==> src/rtl/mem_pkg.sv <==
// mem_pkg: shared definitions for the main-memory responder.
//   - mem_state_e     : responder states (CLEAR only reachable with MEM_CLEAR_EN)
//   - MEM_ADDR_W/MEM_DATA_W/MEM_LATENCY : default geometry and access latency
//   - block layout    : a 16-bit block holds two 8-bit words; offset 0 is the
//                       low byte, offset 1 the high byte (same as the cache)
package mem_pkg;

  localparam int MEM_ADDR_W  = 7;
  localparam int MEM_DATA_W  = 16;
  localparam int MEM_LATENCY = 100;

  localparam int WORD_W          = 8;
  localparam int WORDS_PER_BLOCK = 2;
  localparam int WORD0_LSB       = 0;
  localparam int WORD1_LSB       = 8;

  typedef enum logic [1:0] {
    IDLE   = 2'd0,
    ACCESS = 2'd1,
    DONE   = 2'd2,
    CLEAR  = 2'd3
  } mem_state_e;

  // Extract one word of a block by its offset within the block.
  function automatic logic [WORD_W-1:0] block_word(
    input logic [MEM_DATA_W-1:0] blk,
    input logic                  off
  );
    return off ? blk[WORD1_LSB +: WORD_W] : blk[WORD0_LSB +: WORD_W];
  endfunction

endpackage

==> src/rtl/mem_array.sv <==
// mem_array: single-port block storage.
//   clk   : clock, write and read both happen on the rising edge
//   rst   : asynchronous active-low reset, clears only the read register
//   we    : write wdata into mem[addr]
//   re    : load mem[addr] into rdata
//   addr  : block address
//   wdata : block to write
//   rdata : registered read data, holds until the next re
// Storage contents are never reset.
module mem_array
  import mem_pkg::*;
#(
  parameter int ADDR_W = MEM_ADDR_W,
  parameter int DATA_W = MEM_DATA_W
) (
  input  logic              clk,
  input  logic              rst,
  input  logic              we,
  input  logic              re,
  input  logic [ADDR_W-1:0] addr,
  input  logic [DATA_W-1:0] wdata,
  output logic [DATA_W-1:0] rdata
);

  localparam int DEPTH = 1 << ADDR_W;

  logic [DATA_W-1:0] mem [DEPTH];

  always_ff @(posedge clk) begin
    if (we) begin
      mem[addr] <= wdata;
    end
  end

  always_ff @(posedge clk or negedge rst) begin
    if (!rst) begin
      rdata <= '0;
    end else if (re) begin
      rdata <= mem[addr];
    end
  end

endmodule

==> src/rtl/mem_responder.sv <==
// mem_responder: memory end of the cache block bus. Accepts one block read or
// write per handshake, stalls the requester for LATENCY+1 cycles, then commits
// the write or returns the read block.
//   clk        : clock
//   rst        : asynchronous active-low reset
//   read/write : request lines, held until busy_wait falls; both high is ignored
//   address    : block address, captured on accept
//   write_data : block to write, captured on accept
//   read_data  : last block read (0 after reset), unaffected by writes
//   busy_wait  : stall; combinational from the request in IDLE so the
//                requester never sees a stale low in the request cycle
// Build option: MEM_CLEAR_EN -- after reset, zero every block (one per cycle)
// with busy_wait held high before the first request is accepted.
module mem_responder
  import mem_pkg::*;
#(
  parameter int ADDR_W  = MEM_ADDR_W,
  parameter int DATA_W  = MEM_DATA_W,
  parameter int LATENCY = MEM_LATENCY
) (
  input  logic              clk,
  input  logic              rst,
  input  logic              read,
  input  logic              write,
  input  logic [ADDR_W-1:0] address,
  input  logic [DATA_W-1:0] write_data,
  output logic [DATA_W-1:0] read_data,
  output logic              busy_wait
);

  localparam int              CNT_W    = $clog2(LATENCY + 1);
  localparam logic [CNT_W-1:0] CNT_LOAD = CNT_W'(LATENCY - 1);

`ifdef MEM_CLEAR_EN
  localparam mem_state_e RST_STATE = CLEAR;
`else
  localparam mem_state_e RST_STATE = IDLE;
`endif

  mem_state_e        state;
  logic [CNT_W-1:0]  cnt;
  logic              op_wr_p0;
  logic [ADDR_W-1:0] addr_p0;
  logic [DATA_W-1:0] wdata_p0;

  logic              req_vld;
  logic              commit;
  logic              arr_we;
  logic              arr_re;
  logic [ADDR_W-1:0] arr_addr;
  logic [DATA_W-1:0] arr_wdata;

`ifdef MEM_CLEAR_EN
  logic [ADDR_W-1:0] clr_addr;
`endif

  assign req_vld = read ^ write;
  assign commit  = (state == ACCESS) && (cnt == '0);

  always_ff @(posedge clk or negedge rst) begin
    if (!rst) begin
      state    <= RST_STATE;
      cnt      <= '0;
      op_wr_p0 <= 1'b0;
`ifdef MEM_CLEAR_EN
      clr_addr <= '0;
`endif
    end else begin
      case (state)
        IDLE: begin
          if (req_vld) begin
            state    <= ACCESS;
            cnt      <= CNT_LOAD;
            op_wr_p0 <= write;
          end
        end
        ACCESS: begin
          if (cnt == '0) begin
            state <= DONE;
          end else begin
            cnt <= cnt - 1'b1;
          end
        end
        DONE: begin
          state <= IDLE;
        end
        CLEAR: begin
`ifdef MEM_CLEAR_EN
          // clr_addr wraps back to 0 on the last block
          clr_addr <= clr_addr + 1'b1;
          if (clr_addr == '1) begin
            state <= IDLE;
          end
`else
          state <= IDLE;
`endif
        end
        default: state <= IDLE;
      endcase
    end
  end

  // ---- accept stage: request operands captured into _p0 ----
  always_ff @(posedge clk) begin
    if ((state == IDLE) && req_vld) begin
      addr_p0  <= address;
      wdata_p0 <= write_data;
    end
  end

  // ---- commit stage: _p0 operands drive the array on the last access edge ----
  always_comb begin
    arr_we    = commit & op_wr_p0;
    arr_re    = commit & ~op_wr_p0;
    arr_addr  = addr_p0;
    arr_wdata = wdata_p0;
`ifdef MEM_CLEAR_EN
    if (state == CLEAR) begin
      arr_we    = 1'b1;
      arr_re    = 1'b0;
      arr_addr  = clr_addr;
      arr_wdata = '0;
    end
`endif
  end

  always_comb begin
    busy_wait = 1'b0;
    case (state)
      IDLE:    busy_wait = req_vld;
      ACCESS:  busy_wait = 1'b1;
      CLEAR:   busy_wait = 1'b1;
      default: busy_wait = 1'b0;
    endcase
    // Stall drops as soon as reset asserts, even with a request still held.
    if (!rst) begin
      busy_wait = 1'b0;
    end
  end

  mem_array #(
    .ADDR_W(ADDR_W),
    .DATA_W(DATA_W)
  ) u_array (
    .clk  (clk),
    .rst  (rst),
    .we   (arr_we),
    .re   (arr_re),
    .addr (arr_addr),
    .wdata(arr_wdata),
    .rdata(read_data)
  );

endmodule

==> config.mk <==
export PLATFORM = sky130hd
export DESIGN_NAME = mem_responder
export DESIGN_NICKNAME = d
export VERILOG_FILES = /design/src/rtl/mem_pkg.sv /design/src/rtl/mem_array.sv /design/src/rtl/mem_responder.sv
export SDC_FILE = /design/constraint.sdc
export NUM_CORES = 2
export LEC_CHECK = 0
export CAP_MARGIN = 20
export CORE_AREA = 4 4 380 382
export DETAILED_ROUTE_END_ITERATION = 10
export DIE_AREA = 0 0 384 386
export MAX_ROUTING_LAYER = met4
export PLACE_DENSITY = 0.82
export SETUP_SLACK_MARGIN = 0.5
export SLEW_MARGIN = 20
export SYNTH_ARGS = -nofsm -noshare
export SYNTH_HDL_FRONTEND = slang
export SYNTH_SLANG_ARGS = --single-unit
==> constraint.sdc <==
create_clock -name clk -period 3.4 [get_ports clk]
set_input_delay 0.34 -clock clk [delete_from_list [all_inputs] [get_ports clk]]
set_output_delay 0.34 -clock clk [all_outputs]
set_load 0.005 [all_outputs]
# Yosys cells after proc, flatten, opt, wreduce, memory -nomap -nowiden
# Memory sizes are Yosys's and may differ from the RTL's. A register that Yosys moved wholly into a read port is not among the register bits.
# Index checks and enable logic that the tools add are counted.
# classes
addsub,1
eq_ne,6
mux,10
n_bitwise,4
n_reduce_logical,11
# op_table
operator,count
7-bit 2-to-1 mux,2
7-bit case mux with 2 select lines,1
7-bit logical NOT,1
7-bit by 1-bit subtractor with 7-bit output (second input constant),1
2-bit case mux with 3 select lines,1
2-bit == test (second input constant),2
2-bit 2-to-1 mux,2
2-bit inequality test (second input constant),2
2-bit AND reduction,2
2-bit OR reduction,2
1-bit 2-to-1 mux,3
3-bit AND reduction,1
1-bit AND,2
2-bit by 1-bit == test with 1-bit output (second input constant),1
1-bit logical AND,2
2-bit logical NOT,1
2-bit by 1-bit inequality test with 1-bit output (second input constant),1
1-bit case mux with 2 select lines,1
2-bit nonzero test,1
1-bit logical NOT,1
1-bit inverter,1
1-bit XOR,1
# word_totals
ff_bits,33
ramBits,2048
input_bits,27
out_inout_bits,17
wordCells,38
memories,1
# memory_table
name,depth,width,rd,rd_ports_with_merged_regs,write_ports,line,text
u_array.mem,128,16,1,1,1,mem_array.sv:27,logic [DATA_W-1:0] mem [DEPTH];

# Longest topological paths before layout
# logic_depth
word_depth,5
ltp_mapped,12
mapped_depth_nobuf,8

# Hierarchy
# Synthesis repeated with hierarchy kept, for this count alone.
# unflattened
cells_unflattened,4489
hier_area_um2,80962.6
# by_module_without_submodules
module,instances,cells_per_inst,area_per_inst_um2,seq_area_each_um2
mem_array,1,4414,79711.4,61899.4
mem_responder,1,75,1251.2,940.9

# Worst setup path before layout
# No wires, ideal clock.
# synth_path
kind,input-to-reg
from,in read
to,reg cnt[5]
setup_ns,0.132
t_arrival_ns,3.457
t_required_ns,3.268
path_slack_ns,-0.189
path_stages,7
path_buffers,1
path_cell_list,xnor2_1 nor3_1 or2_2 buf_2 nand2_1 o31a_1 or3_1
# synth_between
elab_chain_cells,3
# synth_rtl
item,line,text
from (decl),mem_responder.sv:23,"input logic read,"
1-bit XOR,mem_responder.sv:57,assign req_vld = read ^ write;
2-bit inequality test (no line),n/a,
3-bit AND reduction (no line),n/a,
to (signal assigned),mem_responder.sv:81,cnt <= cnt - 1'b1;
to (decl),mem_responder.sv:41,logic [CNT_W-1:0] cnt;
# No other way between the ends.
# A chain may end at the register's enable or synchronous reset.

==> flow_summary.json <==
{
  "die_h_um": 386,
  "core.rowCount": 138,
  "period_needed_ps": 3090,
  "grt_max_degree": 129,
  "synth-edff-count": 2071,
  "fillers": 8265,
  "fin_crit_sh_pct": 90.8,
  "skew_ps": 37.1,
  "dr.pass1.iters": 11,
  "start_kind": "flip-flop",
  "ant_nets": 0,
  "timing.rr.end": "u_array.rdata[5]",
  "crit_chain": "buf_8 > buf_16 > buf_4 > and2_2 > buf_12 > a221oi_1 > nor2_1 > o21ai_0 > or4_1 > a31oi_1 > a211o_1",
  "slew-limit-headroom_pct": 21.7,
  "netlist_instances": 4091,
  "ys_ff_latch": 2097,
  "antenna_found_initial": 12,
  "start_util_pct": 56.7,
  "drc": 4,
  "drive_above_1_share_pct": 26.1,
  "hold_depth": 1,
  "place_congestion": 0.931,
  "setup.worst_path.end_class": "flip-flop",
  "area_growth_pct": 17.9,
  "clock_sinks": 2097,
  "async_reset_ff_share_pct": 1.24,
  "ios": 44,
  "min_to": "addr_p0[3]",
  "first_iter_violations": 10145,
  "critPathSlowestCell": "o21ai_0",
  "synth_area_leaders": "edfxtp_1 (78%), mux4_2 (7.5%), a221oi_1 (2.7%)",
  "dp_hpwl_mm": 132,
  "synth.distinct_cells": 79,
  "hold_path.class": "input port to flip-flop",
  "wire_per_inst_um": 36.8,
  "path_max_fanout": 30,
  "ys_warn_count": 0,
  "multiInputGateArea_um2": 16500,
  "synth_seq_area_share_pct": 78.5,
  "finalSetupViolCount": 0,
  "crit_path_start": "addr_p0[0]",
  "clk_pin_slew_ps": 60,
  "avgViaCountPerCell": 7.25,
  "synth_nets": 4120,
  "outcome": "finished with violations",
  "cts_buffers": 194,
  "synth_top_area_share_pct": 77.7,
  "powerDensity_nw_per_um2": 608,
  "grt_usage_pct": 33.5,
  "p_total_mw": 57.3,
  "tritoncts": "built",
  "hold_viol_final": 0,
  "drv_cap": 0,
  "grt_pass1_vias": 46666,
  "cts-root-buf": "clkbuf_16",
  "max_stage_delay_ps": 510,
  "final-max-slew-violation-count": 0,
  "power.leakage_nw": 30.3,
  "yosysTopAreaCell": "edfxtp_1",
  "dp_slack_ps": -132,
  "synth_area_per_cell_um2": 19.6,
  "seqCellArea_um2": 62800,
  "post-route-cell-area_um2": 94400,
  "rsz0062_at_grt": "yes",
  "port_buffers": 43,
  "required_ps": 4120,
  "rrSetupSlack_ps": 310,
  "layout.cells.non_filler": 6671,
  "final_nets": 4629,
  "placed_area_um2": 85900,
  "cts_buffer_depth": 3,
  "dp_cells": 6179,
  "min_from": "address[3]",
  "whs_ps": 56.1,
  "fmax_mhz": 324,
  "fin_ws_ps": 313,
  "clock_latency_ps": 860,
  "core_area_um2": 141000,
  "grt_pass1_wl_mm": 343,
  "critPathKind": "flip-flop to flip-flop",
  "syn_area_um2": 80000,
  "die_x_um": 384,
  "totalWireLength_mm": 245,
  "r2r-start": "addr_p0[0]",
  "synth_ff_type": "edfxtp_1",
  "irDropWorstVdd_mv": 0.553,
  "worst_slew_pin_slew_ps": 1170,
  "overflow": 0,
  "synth_most_common_cell": "edfxtp_1",
  "vias": 48390,
  "ff2ff_path_depth": 11,
  "dieArea_um2": 148000,
  "htree_levels": 4,
  "cp_data_arrival_time_ps": 3800,
  "failed_checks": "DRC",
  "synthTopCellsByCount": "edfxtp_1 (2071), mux4_2 (267), a221oi_1 (249), nor2_1 (237), nand2_1 (147)"
}
state kept, by name, summed over array words and instances, names as in the netlist:
signal / count
state: 2
addr_p0: 7
u_array.mem: 2048
op_wr_p0: 1
cnt: 7
arr_wdata: 16
u_array.rdata: 16
critical path: cells and delay by family, from the launching register on:
family	cells	cell delay, ps
simple gates	3	550
compound gates	4	1250
flops	1	420
buf+inv	4	690
worst max path at each step:
stage	end	slack (ps)	depth (start not counted)
floorplan	u_array.mem[113][0]	240	10
CTS	u_array.rdata[14]	320	11
finish	u_array.rdata[5]	310	11
detailed placement	u_array.rdata[14]	-130	10
global placement	u_array.rdata[11]	-70	9
global route	u_array.rdata[0]	280	11
report_power, final:
part	total, mW	leakage (nW)	switching [mW]	internal (mW)
Sequential	29.1	18.9	0.232	28.9
Combinational	6.40	8.34	4.07	2.33
Clock	21.8	3.06	9.66	12.1
Total	57.3	30.3	14.0	43.4
what timing repair did:
action,4_1_cts,5_1_grt
pin swaps,13,19
setup buffers,53,40
gates cloned,12,9
endpoints found under the setup margin,2051,465
hold buffers,1,0
hold endpoints to repair,26,0
resized for setup,107,93
through the flow:
stage / util (%) / TNS (ps)
after global routing: 66.9 / 0
after global placement: 60.9 / -117
after CTS: 66.2 / 0
final: 66.9 / 0
after detailed placement: 60.9 / -343
after floorplan: - / 0
cells by family after synthesis:
kind of cell / synth area share (%)
compound gates: 7.41
xor+xnor: 0.0547
fa+ha+maj: 0.0313
buf+inv: 1.71
flops: 78.5
mux: 9.52
simple gates: 2.76
placed cells by master, fill, tap and decap left out, types with 13 or more instances in the layout:
cell / count
nor2_1: 217
o221ai_1: 18
nand3_1: 19
buf_6: 34
a22oi_1: 70
diode_2: 17
a31oi_1: 23
mux2_2: 49
clkinv_1: 50
a221o_1: 41
mux2i_1: 102
edfxtp_1: 2071
buf_4: 384
a21oi_1: 85
buf_12: 92
nand2_1: 145
clkdlybuf4s50_1: 42
o2bb2ai_1: 14
nor2_2: 19
clkbuf_1: 44
a22o_1: 19
clkinv_2: 27
dfrtp_1: 26
a221oi_1: 242
a211oi_1: 14
o21ai_0: 94
o211ai_1: 16
clkbuf_16: 200
bufinv_16: 19
buf_16: 13
mux4_2: 267
final cells by class:
type,instances,area share [%]
Antenna cell,17,0.0451
Clock buffer,245,5.42
Clock inverter,115,1.24
Inverter,8,0.0491
Multi-Input combinational cell,1716,17.5
Sequential cell,2097,66.6
Tap cell,1890,2.51
Timing Repair Buffer,583,6.66
metal layers:
| metal | part of all wire [%] | up-vias | global-route usage (%) |
|---|---|---|---|
| met5 | 0 | - | - |
| met4 | 6.6 | 0 | 17.3 |
| met3 | 15 | 1040 | 9.88 |
| met2 | 46 | 5021 | 49.5 |
| met1 | 32 | 24117 | 42.6 |
| li1 | - | 18212 | - |
Power figures use the tool's default switching activity.
